===== src/rtl/secuenciador_mux_dd_pkg.sv =====
// Shared constants for the E_Bloques_Datos step sequencer: step codes, modo
// encodings, FSM states and the first/last step range of each sequence.
package pkg_mux_dd;

  localparam logic [3:0] PASO_IDLE       = 4'h0;
  localparam logic [3:0] PASO_I          = 4'h1;
  localparam logic [3:0] PASO_MS         = 4'h2;
  localparam logic [3:0] PASO_FECHA_DIA  = 4'h3;
  localparam logic [3:0] PASO_FECHA_MES  = 4'h4;
  localparam logic [3:0] PASO_FECHA_ANIO = 4'h5;
  localparam logic [3:0] PASO_HORA_HORA  = 4'h6;
  localparam logic [3:0] PASO_HORA_MIN   = 4'h7;
  localparam logic [3:0] PASO_HORA_SEG   = 4'h8;
  localparam logic [3:0] PASO_CRONO_HORA = 4'h9;
  localparam logic [3:0] PASO_CRONO_MIN  = 4'hA;
  localparam logic [3:0] PASO_CRONO_SEG  = 4'hB;

  typedef enum logic [1:0] {
    MODO_INIT     = 2'b00,
    MODO_LECTURA  = 2'b01,
    MODO_CRONO    = 2'b10,
    MODO_INVALIDO = 2'b11
  } modo_t;

  typedef enum logic [1:0] {
    REPOSO  = 2'd0,
    PEDIR   = 2'd1,
    ESPERAR = 2'd2,
    FIN     = 2'd3
  } estado_t;

  typedef struct packed {
    logic [3:0] primero;
    logic [3:0] ultimo;
  } rango_t;

  function automatic rango_t rango_de_modo(input logic [1:0] modo);
    rango_t r;
    case (modo)
      MODO_INIT:    r = '{primero: PASO_I,          ultimo: PASO_MS};
      MODO_LECTURA: r = '{primero: PASO_FECHA_DIA,  ultimo: PASO_CRONO_SEG};
      MODO_CRONO:   r = '{primero: PASO_CRONO_HORA, ultimo: PASO_CRONO_SEG};
      default:      r = '{primero: PASO_IDLE,       ultimo: PASO_IDLE};
    endcase
    return r;
  endfunction

endpackage


===== src/rtl/secuenciador_mux_dd_contador_espera.sv =====
// Per-step wait counter: cleared on request, counts while waiting, and flags the
// increment that brings the count to its all-ones maximum.
module contador_espera #(
  parameter int W_ESPERA = 8
) (
  input  logic clk,
  input  logic reset,
  input  logic limpiar,
  input  logic habilitar,
  output logic terminal
);

  localparam logic [W_ESPERA-1:0] UNO       = {{(W_ESPERA-1){1'b0}}, 1'b1};
  localparam logic [W_ESPERA-1:0] PENULTIMO = {{(W_ESPERA-1){1'b1}}, 1'b0};

  logic [W_ESPERA-1:0] cuenta;

  always_ff @(posedge clk) begin
    if (reset || limpiar) begin
      cuenta <= '0;
    end else if (habilitar) begin
      cuenta <= cuenta + UNO;
    end
  end

  // High on the edge where the count would reach 2^W_ESPERA-1, so the timeout
  // lands exactly 2^W_ESPERA-1 waiting cycles after the request.
  assign terminal = habilitar && (cuenta == PENULTIMO);

endmodule


===== src/rtl/secuenciador_mux_dd.sv =====
// Steps Selec_Mux_DD through the init / read / chronometer-write register lists,
// one bus transaction per step, with a per-step completion timeout.
module secuenciador_mux_dd
  import pkg_mux_dd::*;
#(
  parameter int W_ESPERA = 8
) (
  input  logic       clk,
  input  logic       reset,
  input  logic       iniciar,
  input  logic [1:0] modo,
  input  logic       fin_transaccion,
  output logic [3:0] Selec_Mux_DD,
  output logic       inicio_transaccion,
  output logic       ocupado,
  output logic       secuencia_lista,
  output logic       error_timeout
);

  estado_t    estado;
  logic [3:0] ultimo;
  rango_t     rango_inicio;
  logic       fin_espera;

  assign rango_inicio = rango_de_modo(modo);

  contador_espera #(.W_ESPERA(W_ESPERA)) u_contador_espera (
    .clk       (clk),
    .reset     (reset),
    .limpiar   (estado == PEDIR),
    .habilitar (estado == ESPERAR),
    .terminal  (fin_espera)
  );

  always_ff @(posedge clk) begin
    if (reset) begin
      estado             <= REPOSO;
      ultimo             <= PASO_IDLE;
      Selec_Mux_DD       <= PASO_IDLE;
      inicio_transaccion <= 1'b0;
      ocupado            <= 1'b0;
      secuencia_lista    <= 1'b0;
      error_timeout      <= 1'b0;
    end else begin
      inicio_transaccion <= 1'b0;
      secuencia_lista    <= 1'b0;
      case (estado)
        REPOSO: begin
          if (iniciar && (modo != MODO_INVALIDO)) begin
            ultimo             <= rango_inicio.ultimo;
            Selec_Mux_DD       <= rango_inicio.primero;
            inicio_transaccion <= 1'b1;
            ocupado            <= 1'b1;
            error_timeout      <= 1'b0;
            estado             <= PEDIR;
          end
        end
        PEDIR: begin
          estado <= ESPERAR;
        end
        ESPERAR: begin
          // A completion arriving on the timeout edge still counts as success.
          if (fin_transaccion) begin
            if (Selec_Mux_DD != ultimo) begin
              Selec_Mux_DD       <= Selec_Mux_DD + 4'd1;
              inicio_transaccion <= 1'b1;
              estado             <= PEDIR;
            end else begin
              secuencia_lista <= 1'b1;
              estado          <= FIN;
            end
          end else if (fin_espera) begin
            error_timeout <= 1'b1;
            Selec_Mux_DD  <= PASO_IDLE;
            ocupado       <= 1'b0;
            estado        <= REPOSO;
          end
        end
        FIN: begin
          Selec_Mux_DD <= PASO_IDLE;
          ocupado      <= 1'b0;
          estado       <= REPOSO;
        end
        default: begin
          Selec_Mux_DD <= PASO_IDLE;
          ocupado      <= 1'b0;
          estado       <= REPOSO;
        end
      endcase
    end
  end

endmodule


===== config.mk =====
export PLATFORM = sky130hd
export DESIGN_NAME = secuenciador_mux_dd
export DESIGN_NICKNAME = d
export VERILOG_FILES = /design/src/rtl/secuenciador_mux_dd_pkg.sv /design/src/rtl/secuenciador_mux_dd_contador_espera.sv /design/src/rtl/secuenciador_mux_dd.sv
export SDC_FILE = /design/constraint.sdc
export NUM_CORES = 1
export LEC_CHECK = 0
export ABC_AREA = 1
export BUFFER_PORTS_ARGS = -buffer_cell sky130_fd_sc_hd__buf_2
export CAP_MARGIN = 25
export CORE_MARGIN = 5
export CORE_UTILIZATION = 56
export DETAILED_ROUTE_END_ITERATION = 10
export GPL_ROUTABILITY_DRIVEN = 0
export PLACE_DENSITY = 0.8
export SYNTH_ARGS = -nofsm -noshare
export SYNTH_HDL_FRONTEND = slang
export SYNTH_SLANG_ARGS = --single-unit

===== constraint.sdc =====
create_clock -name clk -period 1.5 [get_ports clk]
set_input_delay 0.15 -clock clk [delete_from_list [all_inputs] [get_ports clk]]
set_output_delay 0.15 -clock clk [all_outputs]
set_load 0.02 [all_outputs]

==> impl_metrics.tcl, run 1 <==
set metrics [dict create \
    grt_pass1_wl_um 3910 \
    clockRootBuffer "clkbuf_4" \
    h-tree-depth 1 \
    clk_path_buf_depth 2 \
    cts-buffers-inserted 3 \
    seq_power_share 0.434 \
    cts_resized 0 \
    cp_common_cell "nand3_4" \
    crit_chain "inv_2 > nand2_4 > nor2_4 > nand3_4 > nand3_4 > nand2_1 > a21oi_2" \
    clock_skew_ns 0.00444 \
    drc 0 \
    finalCriticalPeriod_ns 1.33 \
    hold_buffers 0 \
    synth_edf_count 0 \
    crit_start "estado[0]" \
    wl_per_cell_um 11.7 \
    period_share 0.885 \
    clock_latency_ns 0.31 \
    yosys-top-cells-area "dfxtp_1, nand2_1, ha_1" \
    placementRows 16 \
    die-area_um2 3020 \
    max-vdd-ir-drop_uv 621 \
    antenna_found_initial 0 \
    cp-start-kind "flip-flop" \
    finalHoldViolCount 0 \
    overflow 0 \
    synth_common_cells "nand2_1, dfxtp_1, inv_1, nor2_1, a21oi_1" \
    fin_nets 181 \
    yosys.area.top_type "dfxtp_1" \
    portBuffers 13 \
    synth_warnings 0 \
    final_max_slew_viol_count 0 \
    power_mw 1.45 \
    netlist_area_um2 1130 \
    drtAntennaViolNets 0 \
    insertedDiodeCount 0 \
    clock_sinks 20 \
    path_clk_slew_ns 0.12 \
    setup_slack_ns 0.173 \
    worstSetupEndpointType "flip-flop" \
    wirelength_um 2270 \
    ys.flop_type "dfxtp_1" \
    required_ns 1.75 \
    areaGrowthSynthToFinish_pct 13.4 \
    internal_power_mw 0.977 \
    power_switching_mw 0.473 \
    tns_ns 0 \
    worst_slew_pin_slew_ns 0.560 \
    syn_nets 163 \
    ys_ff_latch 20 \
    grt_pass1_vias 927 \
    arrival_ns 1.58 \
    drtIter0Drc 46 \
    vias 1036 \
    finalSetupViolations 0 \
    cap_violations 0 \
    track_usage 0.180 \
    die_x_um 55.0 \
    p_leak_nw 0.582 \
    holdCritStartpoint "reset" \
    crit_fanout 7 \
    r2r-start "estado[0]" \
    max_freq_mhz 754 \
    rsz0062_at_grt "false" \
    postSynth.asyncResetShare 0 \
    dpl.hpwl_um 1720 \
    slew_headroom 0.624 \
    drive_gt1_frac 0.210 \
    viasPerCell 5.34 \
    p_per_area_nw_per_um2 1130 \
    die_height_um 55.0 \
    path_class "flip-flop to flip-flop" \
    hold_path.class "input port to flip-flop" \
    synth_cell_types 28 \
    synth_cells 150 \
    cts_tree "yes" \
    ys_seq_area_frac 0.354 \
    coreArea_um2 1940 \
    grt_max_degree 13 \
    avgSynthCellArea_um2 7.55 \
    status "finished, final reports clean" \
    io_pins 14 \
    power_frac_clock 0.308 \
    postCtsSetupRepairBufs 0 \
    swShare 0.326 \
    start_util 0.583 \
    filler_cell_count 165 \
    max_stage_delay_ns 0.40 \
    synth_top_cell_area_share 0.354 \
    pre_cts_slack_ns 0.0588 \
    p_comb_frac 0.258 \
    drt_first_pass_iters 5 \
    synth.most_common_cell "nand2_1" \
    worst_path_max_delay_cell "dfxtp_1" \
]
## critical path, delay by kind of cell, from the launching register on
kind / cells / cell delay, ns
AO/OA/AOI/OAI: 1 / 0.12
buffers and inverters: 1 / 0.11
flip-flops: 1 / 0.40
AND/OR/NAND/NOR: 5 / 0.63
## sequential cells by signal, summed over array words and instances (netlist names)
| name | cells |
|---|---|
| Selec_Mux_DD | 4 |
| inicio_transaccion | 1 |
| ultimo | 2 |
| secuencia_lista | 1 |
| u_contador_espera.cuenta | 8 |
| estado | 2 |
| ocupado | 1 |
| error_timeout | 1 |
## per-stage QoR
step           area (um2)  hold WS, ns  utilization  instances
2_1_floorplan        1130        0.343            -        150
3_3_place_gp         1230        0.448        0.634        190
3_5_place_dp         1230        0.451        0.634        190
4_1_cts              1280        0.118        0.661        194
5_1_grt              1280        0.124        0.661        194
6_report             1280        0.121        0.661        194
## kinds of logic after synthesis
logic type | synth area share
adder cells (fa/ha/maj) | 0.0773
AND/OR/NAND/NOR | 0.351
AO/OA/AOI/OAI | 0.130
flip-flops | 0.354
buffers and inverters | 0.0873
## power by group through the flow
stage | logic [mW] | clock network, mW | registers [mW]
global route | 0.428 | 0.473 | 0.636
CTS | 0.374 | 0.451 | 0.628
global placement | 0.361 | 0 | 0.637
finish | 0.374 | 0.447 | 0.629
detailed placement | 0.368 | 0 | 0.640
floorplan | 0.252 | 0 | 0.663
## layout by cell type, fill, tap and decap left out
cell type | synthesis | final
dfxtp_1 | 20 | 20
nand4_1 | 3 | 3
o211ai_1 | 1 | 1
and3_1 | 1 | 1
nor2_1 | 17 | 17
nor2_4 | 2 | 2
clkbuf_4 | 0 | 3
a31oi_1 | 1 | 1
or2_1 | 1 | 1
nand3b_4 | 1 | 1
nand3_1 | 6 | 6
o21ai_0 | 6 | 6
inv_2 | 2 | 2
o21ai_4 | 1 | 1
nor2_2 | 1 | 1
inv_6 | 1 | 1
a21oi_2 | 3 | 3
nor3_1 | 4 | 4
nand3_4 | 3 | 3
o21ai_1 | 1 | 1
a21oi_1 | 10 | 10
ha_1 | 7 | 7
nand2_2 | 1 | 1
nand3_2 | 1 | 1
o22ai_1 | 1 | 1
bufinv_16 | 0 | 1
buf_4 | 1 | 1
nand2_4 | 1 | 1
nand2_1 | 33 | 33
inv_1 | 20 | 20
buf_2 | 0 | 13
## path summary, 6_finish.rpt
check                         end  slack [ns]  cells past startpoint
hold reg to reg           ocupado        0.47                      2
setup / recovery  Selec_Mux_DD[1]        0.17                      7
setup reg to reg  Selec_Mux_DD[1]        0.17                      7
hold / removal    Selec_Mux_DD[2]        0.12                      2
## metal layers
metal,up-vias,wire length (um),GRT usage
met4,0,52,0.0729
met2,38,1050,0.291
met5,-,0,0
met3,10,177,0.0241
met1,469,985,0.241
li1,519,-,-
## layout make-up
cell class | count | area, um2 | area share
sequential | 20 | 400 | 0.312
multi-input combinational | 106 | 633 | 0.493
inverter | 23 | 91.3 | 0.0712
tap | 27 | 33.8 | 0.0263
clock buffer | 3 | 22.5 | 0.0175
clock inverter | 1 | 30.0 | 0.0234
timing repair buffer | 14 | 72.6 | 0.0565
Note: power is estimated with default switching activity, not from simulation.
==> run 2: changes to the inputs <==
CORE_UTILIZATION = 60   (was 56)
PLACE_DENSITY = 0.85   (was 0.8)
SKIP_LAST_GASP = 1   (was not set)
clock period = 1.7 ns   (was 1.5 ns; I/O delays follow)
==> impl_metrics.tcl, run 2 (synthesized netlist as in run 1, its figures left out) <==
set metrics [dict create \
    vias 1031 \
    crit_chain "inv_1 > ha_1 > nand2_1 > nor2_1 > nand2_1 > nand3_4 > nand3_4 > nand2_1 > nand2_1 > nor2_1" \
    wl_per_cell_um 12.0 \
    arrival_ns 1.65 \
    die_x_um 53.4 \
    instances_no_fill 192 \
    cp_common_cell "nand2_1" \
    portBuffers 13 \
    io_pins 14 \
    grt_pass1_wl_um 4000 \
    worstSetupEndpointType "flip-flop" \
    largest-register "u_contador_espera.cuenta" \
    start_util 0.642 \
    period_share 0.841 \
    drive_gt1_frac 0.210 \
    h-tree-depth 1 \
    cts-buffers-inserted 3 \
    die-area_um2 2860 \
    overflow 0 \
    clock_latency_ns 0.31 \
    finalCriticalPeriod_ns 1.43 \
    clock_sinks 20 \
    cap_violations 0 \
    wirelength_met1_um 974 \
    path_clk_slew_ns 0.12 \
    grt_pass1_vias 983 \
    placementRows 15 \
    antenna_found_initial 0 \
    final_max_slew_viol_count 0 \
    p_per_area_nw_per_um2 924 \
    route.met3.wl_um 179 \
    finalSetupViolations 0 \
    worst_path_max_delay_cell "dfxtp_1" \
    drtIter0Drc 23 \
    areaGrowthSynthToFinish_pct 11.7 \
    final_cell_mix "nand2_1, dfxtp_1, inv_1, nor2_1, buf_2" \
    worst_slew_pin_slew_ns 0.291 \
    clk_path_buf_depth 2 \
    dpl.hpwl_um 1840 \
    place_inst 188 \
    viasPerCell 5.37 \
    clock_skew_ns 0.00527 \
    grt_max_degree 12 \
    drtAntennaViolNets 0 \
    cts_tree "yes" \
    cp-start-kind "flip-flop" \
    insertedDiodeCount 0 \
    required_ns 1.92 \
    fin_nets 181 \
    drt_first_pass_iters 4 \
    track_usage 0.195 \
    cts_resized 0 \
    wirelength_um 2310 \
    largest_reg_flops 8 \
    p_leak_nw 0.575 \
    finalHoldViolCount 0 \
    slew_headroom 0.806 \
    hold_path.class "input port to flip-flop" \
    path_class "flip-flop to flip-flop" \
    drc 0 \
    die_height_um 53.4 \
    rsz0062_at_grt "false" \
    max_freq_mhz 699 \
    clockRootBuffer "clkbuf_4" \
    wl_met2_um 1110 \
    crit_fanout 7 \
    status "finished, final reports clean" \
    postCtsSetupRepairBufs 0 \
    fin_util 0.717 \
    max_stage_delay_ns 0.42 \
    reg.largest.list "u_contador_espera.cuenta (8), Selec_Mux_DD (4)" \
    coreArea_um2 1760 \
    max-vdd-ir-drop_uv 513 \
    layout_commonest_cell "nand2_1" \
    hold_buffers 0 \
    tns_ns 0 \
    dr.max_layer_used "met4" \
]
[run 2: changes by cell type in the layout (fill, tap and decap cells not counted), sizes merged]
cell    before  now
bufinv       1    0
clkbuf       3    4
[run 2: path summary, 6_finish.rpt]
check	cells after the start	slack, ns	from	endpoint
max	10	0.27	u_contador_espera.cuenta[0]	Selec_Mux_DD[0]
min	2	0.13	reset	Selec_Mux_DD[1]
max reg2reg	10	0.27	u_contador_espera.cuenta[0]	Selec_Mux_DD[0]
min reg2reg	2	0.47	ocupado	ocupado
[run 2: critical path, delay by kind of cell, from the launching register on]
kind | cells | cell delay, ns
and+or+nand+nor | 8 | 0.60
buffers and inverters | 1 | 0.10
adders and majority gates | 1 | 0.21
DFF | 1 | 0.42
[run 2: per-stage QoR]
| stage | total power [mW] | setup WS [ns] | hold WS [ns] | area, um2 |
|---|---|---|---|---|
| final | 1.17 | 0.270 | 0.133 | 1260 |
| after global routing | 1.24 | 0.119 | 0.141 | 1260 |
| after CTS | 1.17 | 0.276 | 0.128 | 1260 |
| after detailed placement | 0.890 | 0.322 | 0.456 | 1230 |
| after global placement | 0.878 | 0.375 | 0.447 | 1230 |
| after floorplan | 0.807 | 0.424 | 0.363 | 1130 |
[run 2: report_power, final]
group	switching [mW]	internal [mW]
Combinational	0.210	0.114
Clock	0.157	0.131
Sequential	0.0466	0.510
Total	0.413	0.755
[run 2: cell type report]
type | count | area [um2]
multi-input cells | 106 | 633
repair buffers | 14 | 72.6
inverters | 23 | 91.3
clock buffers | 4 | 36.3
flip-flops and latches | 20 | 400
fillers | 164 | 499
well taps | 25 | 31.3
[run 2: routing by layer]
metal / GRT usage / vias up
met5: 0 / -
met4: 0.106 / 0
met3: 0.0479 / 5
met2: 0.327 / 30
met1: 0.224 / 476
li1: - / 520
==> run 3: changes to the inputs <==
CORE_UTILIZATION = 50   (was 60)
PLACE_DENSITY = 0.76   (was 0.85)
clock period = 1.23 ns   (was 1.7 ns; I/O delays follow)
==> impl_metrics.tcl, run 3 (synthesized netlist as in run 1, its figures left out) <==
set metrics [dict create \
    status "finished with violations" \
    violations "setup timing" \
    worstSetupEndpointType "flip-flop" \
    largest-register "u_contador_espera.cuenta" \
    reg.largest.list "u_contador_espera.cuenta (8), Selec_Mux_DD (4)" \
    drtAntennaViolNets 0 \
    max-vdd-ir-drop_uv 904 \
    clockRootBuffer "clkbuf_4" \
    drive_gt1_frac 0.388 \
    wl_per_cell_um 13.0 \
    layout_commonest_cell "nand2_1" \
    cap_violations 0 \
    start_util 0.517 \
    rrSetupSlack_ns -0.11 \
    rsz0062_at_grt "true" \
    cp_common_cell "nand2_2" \
    insertedDiodeCount 0 \
    overflow 0 \
    vias 1069 \
    cts_tree "yes" \
    crit_chain "inv_2 > ha_4 > nand2_4 > nor2_4 > nand2_2 > nand3_4 > nand3_4 > nand2_2 > nand2_2 > nor2_2" \
    period_share 1.09 \
    antenna_found_initial 0 \
    stdcell_area_um2 1490 \
    die_x_um 57.6 \
    clk_path_buf_depth 2 \
    p_per_area_nw_per_um2 1290 \
    grt_pass1_vias 1048 \
    power_switching_mw 0.632 \
    clock_latency_ns 0.31 \
    worst_slew_pin_slew_ns 0.246 \
    p_comb_frac 0.315 \
    grtUsageMet3 0.0385 \
    arrival_ns 1.59 \
    grt_max_degree 13 \
    holdPathStages 4 \
    max_freq_mhz 748 \
    drc 0 \
    r2r-start "u_contador_espera.cuenta[0]" \
    top_usage_layer "met2" \
    io_pins 14 \
    hold_slack_ns 0.121 \
    clock_skew_ns 0.00547 \
    grt_pass1_wl_um 4370 \
    min_to "u_contador_espera.cuenta[0]" \
    hold_path.class "input port to flip-flop" \
    dpl.hpwl_um 1880 \
    path_class "flip-flop to flip-flop" \
    die_height_um 57.6 \
    cp-start-kind "flip-flop" \
    finalHoldViolCount 0 \
    portBuffers 13 \
    coreArea_um2 2190 \
    track_usage 0.169 \
    largest_reg_flops 8 \
    swShare 0.330 \
    die-area_um2 3320 \
    placementRows 17 \
    fin_nets 197 \
    final_cell_mix "nand2_1, inv_1, buf_4, dfxtp_1, buf_2" \
    max_stage_delay_ns 0.35 \
    wirelength_um 2750 \
    hold_buffers 0 \
    crit_fanout 7 \
    drt_first_pass_iters 4 \
    fin_util 0.678 \
    internal_power_mw 1.29 \
    pre_cts_slack_ns -0.0695 \
    ff2ff_path_depth 10 \
    cts-buffers-inserted 3 \
    areaGrowthSynthToFinish_pct 31.3 \
    holdCritStartpoint "reset" \
    p_leak_nw 0.693 \
    final_max_slew_viol_count 0 \
    required_ns 1.49 \
    setup_slack_ns -0.107 \
    path_clk_slew_ns 0.12 \
    timing.rr.end "Selec_Mux_DD[0]" \
    filler_cell_count 184 \
    worst_path_max_delay_cell "dfxtp_2" \
    finalSetupViolations 6 \
    grt_util_met1 0.213 \
    finalCriticalPeriod_ns 1.34 \
    drtIter0Drc 26 \
    use_met2 0.266 \
    power_frac_clock 0.284 \
    h-tree-depth 1 \
    placedInstanceArea_um2 1320 \
    seq_power_share 0.401 \
    viasPerCell 5.07 \
    slew_headroom 0.836 \
    clock_sinks 20 \
    power_mw 1.92 \
]
-- run 3: changes by cell type in the layout (fill, tap and decap cells not counted), sizes merged --
cell / change
clkbuf: -1
bufinv: +1
buf: +16
-- run 3: worst max path at each step --
stage	from	end	slack, ns
2_1_floorplan	Selec_Mux_DD[1]	Selec_Mux_DD[0]	0.0009
4_1_cts	u_contador_espera.cuenta[0]	Selec_Mux_DD[3]	-0.08
3_3_place_gp	u_contador_espera.cuenta[1]	Selec_Mux_DD[0]	0.009
6_report	u_contador_espera.cuenta[0]	Selec_Mux_DD[0]	-0.11
5_1_grt	Selec_Mux_DD[0]	Selec_Mux_DD[0]	-0.21
3_5_place_dp	u_contador_espera.cuenta[1]	Selec_Mux_DD[0]	-0.07
-- run 3: cell type report --
cell class	count	area, um2	area share
Clock inverter	1	30.0	0.0202
Multi-Input combinational cell	106	704	0.474
Inverter	23	91.3	0.0614
Tap cell	28	35.0	0.0236
Sequential cell	20	410	0.276
Timing Repair Buffer	30	193	0.130
Clock buffer	3	22.5	0.0152
-- run 3: power by group through the flow --
stage / registers, mW / logic [mW] / clock network [mW]
final: 0.769 / 0.604 / 0.546
after global routing: 0.778 / 0.664 / 0.571
after CTS: 0.764 / 0.541 / 0.552
after detailed placement: 0.773 / 0.518 / 0
after global placement: 0.769 / 0.500 / 0
after floorplan: 0.809 / 0.308 / 0
-- run 3: stage by stage --
step | instances | setup TNS (ns)
CTS | 208 | -0.327
finish | 211 | -0.396
global placement | 202 | 0
detailed placement | 202 | -0.290
global route | 211 | -1.24
floorplan | 150 | 0
-- run 3: what timing repair did --
action,4_1_cts,5_1_grt
gates resized for setup,6,21
endpoints found under the setup margin,10,12
pin swaps,4,12
buffers inserted,2,3
-- run 3: critical path: cells and delay by family (launching register included) --
kind | cells | cell delay (ns)
DFF | 1 | 0.35
and+or+nand+nor | 8 | 0.73
adders and majority gates | 1 | 0.14
buffers and inverters | 1 | 0.07
-- run 3: per-layer routing --
layer	up-vias	routed length, um
li1	550	-
met1	492	1260
met2	21	1310
met3	6	104
met4	0	71
met5	-	0
